`config.mk`:
```
export PLATFORM = sky130hd
export DESIGN_NAME = riscv_alu_arbiter_flat
export DESIGN_NICKNAME = d
export VERILOG_FILES = /design/src/rtl/riscv_alu_arbiter_if.sv /design/src/rtl/riscv_alu_arbiter.sv /design/src/flat_wrapper.sv
export SDC_FILE = /design/constraint.sdc
export NUM_CORES = 1
export LEC_CHECK = 0
export ABC_AREA = 1
export CORE_AREA = 3 3 239 241
export CTS_BUF_LIST = sky130_fd_sc_hd__clkbuf_4
export CTS_CLUSTER_DIAMETER = 40
export DETAILED_ROUTE_END_ITERATION = 16
export DIE_AREA = 0 0 242 244
export GPL_TIMING_DRIVEN = 0
export REMOVE_ABC_BUFFERS = 1
export SLEW_MARGIN = 20
export SYNTH_ARGS = -nofsm -noshare
export SYNTH_HDL_FRONTEND = slang
export SYNTH_SLANG_ARGS = --single-unit
```
`constraint.sdc`:
```
create_clock -name clk -period 5.8 [get_ports clk]
set_input_delay 0.87 -clock clk [delete_from_list [all_inputs] [get_ports clk]]
set_output_delay 0.87 -clock clk [all_outputs]
set_load 0.005 [all_outputs]
```
`src/rtl/riscv_alu_arbiter_if.sv`:
```
// Bundle between two ALU requesters, the arbiter and one shared combinational ALU.
// The slave modport is the arbiter's view; the master modport is the view of
// everything around it (both requesters plus the ALU).
interface riscv_alu_arbiter_if;
   // Requester 0 request channel
   logic        req0_val;
   logic        req0_rdy;
   logic        req0_dw;
   logic [3:0]  req0_fn;
   logic [5:0]  req0_shamt;
   logic [63:0] req0_in1;
   logic [63:0] req0_in2;
   // Requester 1 request channel
   logic        req1_val;
   logic        req1_rdy;
   logic        req1_dw;
   logic [3:0]  req1_fn;
   logic [5:0]  req1_shamt;
   logic [63:0] req1_in1;
   logic [63:0] req1_in2;
   // Requester 0 response channel
   logic        resp0_val;
   logic        resp0_rdy;
   logic [63:0] resp0_data;
   logic        resp0_lt;
   logic        resp0_ltu;
   // Requester 1 response channel
   logic        resp1_val;
   logic        resp1_rdy;
   logic [63:0] resp1_data;
   logic        resp1_lt;
   logic        resp1_ltu;
   // Shared ALU
   logic        alu_dw;
   logic [3:0]  alu_fn;
   logic [5:0]  alu_shamt;
   logic [63:0] alu_in1;
   logic [63:0] alu_in2;
   logic [63:0] alu_out;
   logic        alu_lt;
   logic        alu_ltu;

   modport slave (
      input  req0_val, req0_dw, req0_fn, req0_shamt, req0_in1, req0_in2,
      output req0_rdy,
      input  req1_val, req1_dw, req1_fn, req1_shamt, req1_in1, req1_in2,
      output req1_rdy,
      output resp0_val, resp0_data, resp0_lt, resp0_ltu,
      input  resp0_rdy,
      output resp1_val, resp1_data, resp1_lt, resp1_ltu,
      input  resp1_rdy,
      output alu_dw, alu_fn, alu_shamt, alu_in1, alu_in2,
      input  alu_out, alu_lt, alu_ltu
   );

   modport master (
      output req0_val, req0_dw, req0_fn, req0_shamt, req0_in1, req0_in2,
      input  req0_rdy,
      output req1_val, req1_dw, req1_fn, req1_shamt, req1_in1, req1_in2,
      input  req1_rdy,
      input  resp0_val, resp0_data, resp0_lt, resp0_ltu,
      output resp0_rdy,
      input  resp1_val, resp1_data, resp1_lt, resp1_ltu,
      output resp1_rdy,
      input  alu_dw, alu_fn, alu_shamt, alu_in1, alu_in2,
      output alu_out, alu_lt, alu_ltu
   );
endinterface

```
`src/rtl/riscv_alu_arbiter.sv`:
```
// Two-requester arbiter in front of one shared combinational 64-bit ALU.
// Pipeline: accept (cycle N) -> issue register drives the ALU (N+1) ->
// per-requester response buffer valid from N+2. One credit per requester
// guarantees its response buffer is free when its operation completes, so the
// issue stage never stalls.
// Build option: define RISCV_ALU_ARB_FIXED_PRIO_EN to make requester 0 win every
// tie (the round-robin pointer is then removed); default is round-robin.
module riscv_alu_arbiter (
   input  logic               clk,
   input  logic               reset,
   riscv_alu_arbiter_if.slave bus
);

   logic [1:0]  w_req_val;
   logic [1:0]  w_resp_rdy;
   logic [1:0]  w_resp_hs;
   logic [1:0]  w_free;
   logic [1:0]  w_elig;
   logic [1:0]  w_rdy;
   logic [1:0]  w_grant;
   logic [1:0]  w_fill;
   logic        w_accept;
   logic        w_acc_id;
   logic        w_prefer1;

   logic        w_sel_dw;
   logic [3:0]  w_sel_fn;
   logic [5:0]  w_sel_shamt;
   logic [63:0] w_sel_in1;
   logic [63:0] w_sel_in2;

   logic [1:0]  r_credit;
   logic        r_iss_val;
   logic        r_iss_id;
   logic        r_iss_dw;
   logic [3:0]  r_iss_fn;
   logic [5:0]  r_iss_shamt;
   logic [63:0] r_iss_in1;
   logic [63:0] r_iss_in2;

   logic [1:0]        r_resp_val;
   logic [1:0][63:0]  r_resp_data;
   logic [1:0]        r_resp_lt;
   logic [1:0]        r_resp_ltu;

   assign w_req_val  = {bus.req1_val, bus.req0_val};
   assign w_resp_rdy = {bus.resp1_rdy, bus.resp0_rdy};
   // A credit returned by this cycle's response handshake can be reused at once.
   assign w_resp_hs  = r_resp_val & w_resp_rdy;
   assign w_free     = ~r_credit | w_resp_hs;
   assign w_elig     = w_req_val & w_free;

`ifdef RISCV_ALU_ARB_FIXED_PRIO_EN
   assign w_prefer1 = 1'b0;
`else
   logic r_ptr;

   assign w_prefer1 = r_ptr;

   // Round-robin pointer: after a grant the other requester is preferred.
   always_ff @(posedge clk or posedge reset) begin
      if (reset) begin
         r_ptr <= 1'b0;
      end else if (w_accept) begin
         r_ptr <= ~w_acc_id;
      end else begin
         r_ptr <= r_ptr;
      end
   end
`endif

   // Ready per requester, built only from its own credit and the other side's
   // eligibility so that rdy never depends on the same requester's val.
   always_comb begin
      w_rdy = 2'b00;
      if (reset) begin
         w_rdy = 2'b00;
      end else begin
         w_rdy[0] = w_free[0] & (~w_prefer1 | ~w_elig[1]);
         w_rdy[1] = w_free[1] & ( w_prefer1 | ~w_elig[0]);
      end
   end

   assign w_grant  = w_rdy & w_req_val;
   assign w_accept = |w_grant;
   assign w_acc_id = w_grant[1];

   // Select the operation of the granted requester.
   always_comb begin
      w_sel_dw    = bus.req0_dw;
      w_sel_fn    = bus.req0_fn;
      w_sel_shamt = bus.req0_shamt;
      w_sel_in1   = bus.req0_in1;
      w_sel_in2   = bus.req0_in2;
      if (w_acc_id) begin
         w_sel_dw    = bus.req1_dw;
         w_sel_fn    = bus.req1_fn;
         w_sel_shamt = bus.req1_shamt;
         w_sel_in1   = bus.req1_in1;
         w_sel_in2   = bus.req1_in2;
      end else begin
         w_sel_dw    = bus.req0_dw;
         w_sel_fn    = bus.req0_fn;
         w_sel_shamt = bus.req0_shamt;
         w_sel_in1   = bus.req0_in1;
         w_sel_in2   = bus.req0_in2;
      end
   end

   // Credits: taken on accept, returned on response handshake (accept wins a tie).
   always_ff @(posedge clk or posedge reset) begin
      if (reset) begin
         r_credit <= 2'b00;
      end else begin
         r_credit <= w_grant | (r_credit & ~w_resp_hs);
      end
   end

   // Issue stage control: valid for exactly the cycle after an accept.
   always_ff @(posedge clk or posedge reset) begin
      if (reset) begin
         r_iss_val <= 1'b0;
         r_iss_id  <= 1'b0;
      end else begin
         r_iss_val <= w_accept;
         if (w_accept) begin
            r_iss_id <= w_acc_id;
         end
      end
   end

   // Issue stage operands; only loaded on accept so the ALU inputs hold when idle.
   always_ff @(posedge clk) begin
      if (w_accept) begin
         r_iss_dw    <= w_sel_dw;
         r_iss_fn    <= w_sel_fn;
         r_iss_shamt <= w_sel_shamt;
         r_iss_in1   <= w_sel_in1;
         r_iss_in2   <= w_sel_in2;
      end
   end

   assign w_fill = {r_iss_val & r_iss_id, r_iss_val & ~r_iss_id};

   // Response valids: set by the completing operation, cleared by handshake.
   always_ff @(posedge clk or posedge reset) begin
      if (reset) begin
         r_resp_val <= 2'b00;
      end else begin
         r_resp_val <= w_fill | (r_resp_val & ~w_resp_hs);
      end
   end

   // Response payload capture from the shared ALU for the owning requester.
   always_ff @(posedge clk) begin
      if (w_fill[0]) begin
         r_resp_data[0] <= bus.alu_out;
         r_resp_lt[0]   <= bus.alu_lt;
         r_resp_ltu[0]  <= bus.alu_ltu;
      end
      if (w_fill[1]) begin
         r_resp_data[1] <= bus.alu_out;
         r_resp_lt[1]   <= bus.alu_lt;
         r_resp_ltu[1]  <= bus.alu_ltu;
      end
   end

   assign bus.req0_rdy   = w_rdy[0];
   assign bus.req1_rdy   = w_rdy[1];

   assign bus.resp0_val  = r_resp_val[0];
   assign bus.resp0_data = r_resp_data[0];
   assign bus.resp0_lt   = r_resp_lt[0];
   assign bus.resp0_ltu  = r_resp_ltu[0];
   assign bus.resp1_val  = r_resp_val[1];
   assign bus.resp1_data = r_resp_data[1];
   assign bus.resp1_lt   = r_resp_lt[1];
   assign bus.resp1_ltu  = r_resp_ltu[1];

   assign bus.alu_dw     = r_iss_dw;
   assign bus.alu_fn     = r_iss_fn;
   assign bus.alu_shamt  = r_iss_shamt;
   assign bus.alu_in1    = r_iss_in1;
   assign bus.alu_in2    = r_iss_in2;

endmodule
```
`src/flat_wrapper.sv`:
```
// flat-port wrapper written by rule: the top's interface ports become plain ports
module riscv_alu_arbiter_flat 
  (clk, reset, bus_req0_val, bus_req0_dw, bus_req0_fn, bus_req0_shamt, bus_req0_in1, bus_req0_in2, bus_req0_rdy, bus_req1_val, bus_req1_dw, bus_req1_fn, bus_req1_shamt, bus_req1_in1, bus_req1_in2, bus_req1_rdy, bus_resp0_val, bus_resp0_data, bus_resp0_lt, bus_resp0_ltu, bus_resp0_rdy, bus_resp1_val, bus_resp1_data, bus_resp1_lt, bus_resp1_ltu, bus_resp1_rdy, bus_alu_dw, bus_alu_fn, bus_alu_shamt, bus_alu_in1, bus_alu_in2, bus_alu_out, bus_alu_lt, bus_alu_ltu);
  riscv_alu_arbiter_if bus_i ();
  input  logic clk;
  input  logic reset;
  input wire logic [$bits(bus_i.req0_val)-1:0] bus_req0_val;
  input wire logic [$bits(bus_i.req0_dw)-1:0] bus_req0_dw;
  input wire logic [$bits(bus_i.req0_fn)-1:0] bus_req0_fn;
  input wire logic [$bits(bus_i.req0_shamt)-1:0] bus_req0_shamt;
  input wire logic [$bits(bus_i.req0_in1)-1:0] bus_req0_in1;
  input wire logic [$bits(bus_i.req0_in2)-1:0] bus_req0_in2;
  output wire logic [$bits(bus_i.req0_rdy)-1:0] bus_req0_rdy;
  input wire logic [$bits(bus_i.req1_val)-1:0] bus_req1_val;
  input wire logic [$bits(bus_i.req1_dw)-1:0] bus_req1_dw;
  input wire logic [$bits(bus_i.req1_fn)-1:0] bus_req1_fn;
  input wire logic [$bits(bus_i.req1_shamt)-1:0] bus_req1_shamt;
  input wire logic [$bits(bus_i.req1_in1)-1:0] bus_req1_in1;
  input wire logic [$bits(bus_i.req1_in2)-1:0] bus_req1_in2;
  output wire logic [$bits(bus_i.req1_rdy)-1:0] bus_req1_rdy;
  output wire logic [$bits(bus_i.resp0_val)-1:0] bus_resp0_val;
  output wire logic [$bits(bus_i.resp0_data)-1:0] bus_resp0_data;
  output wire logic [$bits(bus_i.resp0_lt)-1:0] bus_resp0_lt;
  output wire logic [$bits(bus_i.resp0_ltu)-1:0] bus_resp0_ltu;
  input wire logic [$bits(bus_i.resp0_rdy)-1:0] bus_resp0_rdy;
  output wire logic [$bits(bus_i.resp1_val)-1:0] bus_resp1_val;
  output wire logic [$bits(bus_i.resp1_data)-1:0] bus_resp1_data;
  output wire logic [$bits(bus_i.resp1_lt)-1:0] bus_resp1_lt;
  output wire logic [$bits(bus_i.resp1_ltu)-1:0] bus_resp1_ltu;
  input wire logic [$bits(bus_i.resp1_rdy)-1:0] bus_resp1_rdy;
  output wire logic [$bits(bus_i.alu_dw)-1:0] bus_alu_dw;
  output wire logic [$bits(bus_i.alu_fn)-1:0] bus_alu_fn;
  output wire logic [$bits(bus_i.alu_shamt)-1:0] bus_alu_shamt;
  output wire logic [$bits(bus_i.alu_in1)-1:0] bus_alu_in1;
  output wire logic [$bits(bus_i.alu_in2)-1:0] bus_alu_in2;
  input wire logic [$bits(bus_i.alu_out)-1:0] bus_alu_out;
  input wire logic [$bits(bus_i.alu_lt)-1:0] bus_alu_lt;
  input wire logic [$bits(bus_i.alu_ltu)-1:0] bus_alu_ltu;
  assign bus_i.req0_val = bus_req0_val;
  assign bus_i.req0_dw = bus_req0_dw;
  assign bus_i.req0_fn = bus_req0_fn;
  assign bus_i.req0_shamt = bus_req0_shamt;
  assign bus_i.req0_in1 = bus_req0_in1;
  assign bus_i.req0_in2 = bus_req0_in2;
  assign bus_req0_rdy = bus_i.req0_rdy;
  assign bus_i.req1_val = bus_req1_val;
  assign bus_i.req1_dw = bus_req1_dw;
  assign bus_i.req1_fn = bus_req1_fn;
  assign bus_i.req1_shamt = bus_req1_shamt;
  assign bus_i.req1_in1 = bus_req1_in1;
  assign bus_i.req1_in2 = bus_req1_in2;
  assign bus_req1_rdy = bus_i.req1_rdy;
  assign bus_resp0_val = bus_i.resp0_val;
  assign bus_resp0_data = bus_i.resp0_data;
  assign bus_resp0_lt = bus_i.resp0_lt;
  assign bus_resp0_ltu = bus_i.resp0_ltu;
  assign bus_i.resp0_rdy = bus_resp0_rdy;
  assign bus_resp1_val = bus_i.resp1_val;
  assign bus_resp1_data = bus_i.resp1_data;
  assign bus_resp1_lt = bus_i.resp1_lt;
  assign bus_resp1_ltu = bus_i.resp1_ltu;
  assign bus_i.resp1_rdy = bus_resp1_rdy;
  assign bus_alu_dw = bus_i.alu_dw;
  assign bus_alu_fn = bus_i.alu_fn;
  assign bus_alu_shamt = bus_i.alu_shamt;
  assign bus_alu_in1 = bus_i.alu_in1;
  assign bus_alu_in2 = bus_i.alu_in2;
  assign bus_i.alu_out = bus_alu_out;
  assign bus_i.alu_lt = bus_alu_lt;
  assign bus_i.alu_ltu = bus_alu_ltu;
  riscv_alu_arbiter u_core (.clk(clk), .reset(reset), .bus(bus_i));
endmodule
```
==> impl_results.md <==
* Outcome: complete, no violations
* Post-synthesis adder-cell area fraction at 0
* Post-CTS Resized at 0
* First DRT Iteration DRCs at 403
* Multiplexer share of the synthesized area at 0
* TritonCTS clock tree: done
* EDFF count, synth at 271
* CP max FO at 62
* Vias in the first global route at 9647
* Top-area cell type share of the netlist area at 0.761
* Layout Utilization at 0.347
* Share of layout cells above drive strength 1 at 0.104
* Final hold viol count at 0
* Hold WS at 0.513 ns
* Clk_lat worst skew at 0.75 ns
* Synth Area in Compound Gates at 0.00234
* Vias/cell at 4.14
* WL/cell at 21.4 um
* R2R Path Start: u_core.r_resp_val[0]
* Pre-antenna DRT Iters at 4
* DR vias at 9369
* Post-route minimum period at 4.31 ns
* Cell Area, Placed at 0.0180 mm^2
* PortBufs at 624
* Largest family of logic cells by synthesized area: simple AND/OR/NAND/NOR gates
* Peak VDD IR at 190 uV
* M3 GR Usage at 0.0712
* Total CTS buffers at 83
* WP data arrival at 4.70 ns
* Fin area at 0.0191 mm^2
* Die ar. at 0.0590 mm^2
* Area leader, netlist: edfxtp_1
* Critical path class: primary input to register
* Count leader, synth: nand2_1
* Largest net degree at the start of global routing at 96
* Worst reg2reg path depth at 11
* CP required at 6.19 ns
* RSZ-0062 raised after global routing: no
* Nets at 1805
* Synth top area cells: edfxtp_1, nand2_1, nand4_1
* # setup viols final at 0
* Setup TNS at 0 ns
* Area delta synth->final at 78.8%
* Commonest cells in the synthesized netlist: nand2_1, edfxtp_1, nand4_1, buf_2, clkbuf_1
* Rows at 86
* Post-CTS Hold Buffers at 0
* First-pass GRT wire length at 67.8 mm
* Grt met2 use at 0.283
* Crit path launch: bus_resp0_rdy
* Clock root buffer: clkbuf_4
* Synth Instances at 790
* Die X at 242 um
* Power per Cell Area at 360 mW/mm^2
* Final Max Tran Viols at 0
* Initial Util at 0.194
* Max Cap Viol at 0
* WL final at 48.4 mm
* Register bit count reported by yosys at 278
* Worst hold path class: primary input to asynchronous set/reset pin
* Grt met1 use at 0.157
* Chip Height at 244 um
* IO Pins at 625
* Ys flop type: edfxtp_1
* Total number of H-tree levels at 3
* Async set or reset register ratio after synthesis at 0.0252
* Reg2Reg Setup Slack at 1.66 ns
* Gr ovfl total at 0
* Postcts setup bufs at 0
* CTS Sinks at 278
* Slew HR at 0.552
* Seq/Total Area, Yosys at 0.777
* Yosys Warn Count at 0
* Post-synthesis cell area at 0.0107 mm^2
* Initial antenna violation count at 13
* Clock Skews at 0.0398 ns
* Crit. End Element: register
* GRT Total Usage at 0.158
* XOR/XNOR Fraction of Synth Area at 0
* Final Power at 0.00689 W
* Simple-gate area share of the yosys netlist at 0.188
* Mapped Avg Cell Area at 13.5 um^2
* Final period utilization at 0.744
* Remaining antenna violation count at 0
* Core area at 0.0551 mm^2
* Placer Congestion at 0.854
* Detail Placement HPWL at 37.5 mm
* GR peak layer: met2
* Pleak at 7.16 nW
* CTS clk-pin slew, worst paths at 0.06 ns
* Clock tree buffer depth at 3
* Fmax at 232 MHz
* Fillcell total at 5530
* Synth unique cells at 17
* Drt drc at 0
* CP startpoint kind: primary input
* Least-Margin Pin Slew at 0.672 ns
## metrics by stage
stage                     setup slack, ns  instances
after global routing                 1.33       2264
after floorplan                     -4.92        729
after CTS                            1.53       2262
after detailed placement            0.673       2118
after global placement             -12.25       2101
final                                1.49       2265
## where the power goes
part | internal (W) | leakage, nW | switching [W] | total, W
logic | 0.00105 | 3.92 | 0.00104 | 0.00209
clock network | 0.00103 | 0.637 | 0.000897 | 0.00193
registers | 0.00275 | 2.60 | 0.000120 | 0.00287
total | 0.00483 | 7.16 | 0.00206 | 0.00689
## sequential cells by signal (all words and copies together), names as in the netlist
register	count
u_core.r_resp_lt	2
u_core.r_iss_id	1
u_core.bus.resp0_data	64
u_core.r_iss_val	1
u_core.bus.alu_dw	1
u_core.bus.alu_in2	64
u_core.r_resp_ltu	2
u_core.r_resp_val	2
u_core.bus.alu_fn	4
u_core.r_ptr	1
u_core.bus.alu_shamt	6
u_core.r_credit	2
u_core.bus.alu_in1	64
u_core.bus.resp1_data	64
## cell type report
type | count | area, um^2 | area share
repair buffers | 641 | 6690 | 0.350
multi-input cells | 443 | 2070 | 0.108
inverters | 8 | 32.5 | 0.00170
diodes | 3 | 7.51 | 0.000393
flip-flops and latches | 278 | 8310 | 0.435
clock inverters | 26 | 183 | 0.00955
clock buffers | 118 | 886 | 0.0463
well taps | 748 | 936 | 0.0489
## final timing paths
check | endpoint
setup reg to reg | u_core.bus.alu_in1[53]
max in group asynchronous | u_core.r_resp_val[0]
min in group clk | u_core.r_resp_val[0]
hold / removal | u_core.r_resp_val[1]
setup / recovery | u_core.bus.alu_in1[53]
hold reg to reg | u_core.r_resp_val[0]
## cell families (layout without fill, tap and decap cells)
group / Yosys count / count (layout)
compound gates: 4 / 4
buf+inv: 69 / 793
flops: 278 / 278
other cells: 0 / 3
simple gates: 439 / 439
## cell usage in the layout (no fill, tap or decap), types with 2 or more instances in the layout
| cell | instances |
|---|---|
| buf_16 | 14 |
| edfxtp_1 | 271 |
| clkdlybuf4s50_1 | 623 |
| dfrtp_1 | 7 |
| nand4_1 | 139 |
| clkinv_1 | 10 |
| nand2_1 | 293 |
| inv_1 | 7 |
| bufinv_16 | 2 |
| clkbuf_4 | 118 |
| clkinv_2 | 10 |
| nor2_1 | 2 |
| diode_2 | 3 |
| buf_12 | 3 |
| nand3_4 | 2 |
| clkinvlp_4 | 2 |
## worst max-delay path: stages
cell and delay [ns]:
clkdlybuf4s50_1 0.43, nand2_1 0.09, nand2_1 0.12, nand3_4 0.35
buf_16 0.31, buf_16 0.25, nand3_4 0.52, buf_12 0.42
buf_16 0.20, nand2_4 0.34, buf_12 0.28, buf_16 0.28
## per-layer routing
metal	share of wire	up-vias
met2	0.51	538
li1	-	4303
met4	0.038	8
met5	0.0011	-
met1	0.34	4414
met3	0.11	106
No activity file was read; power rests on OpenSTA's default activity.
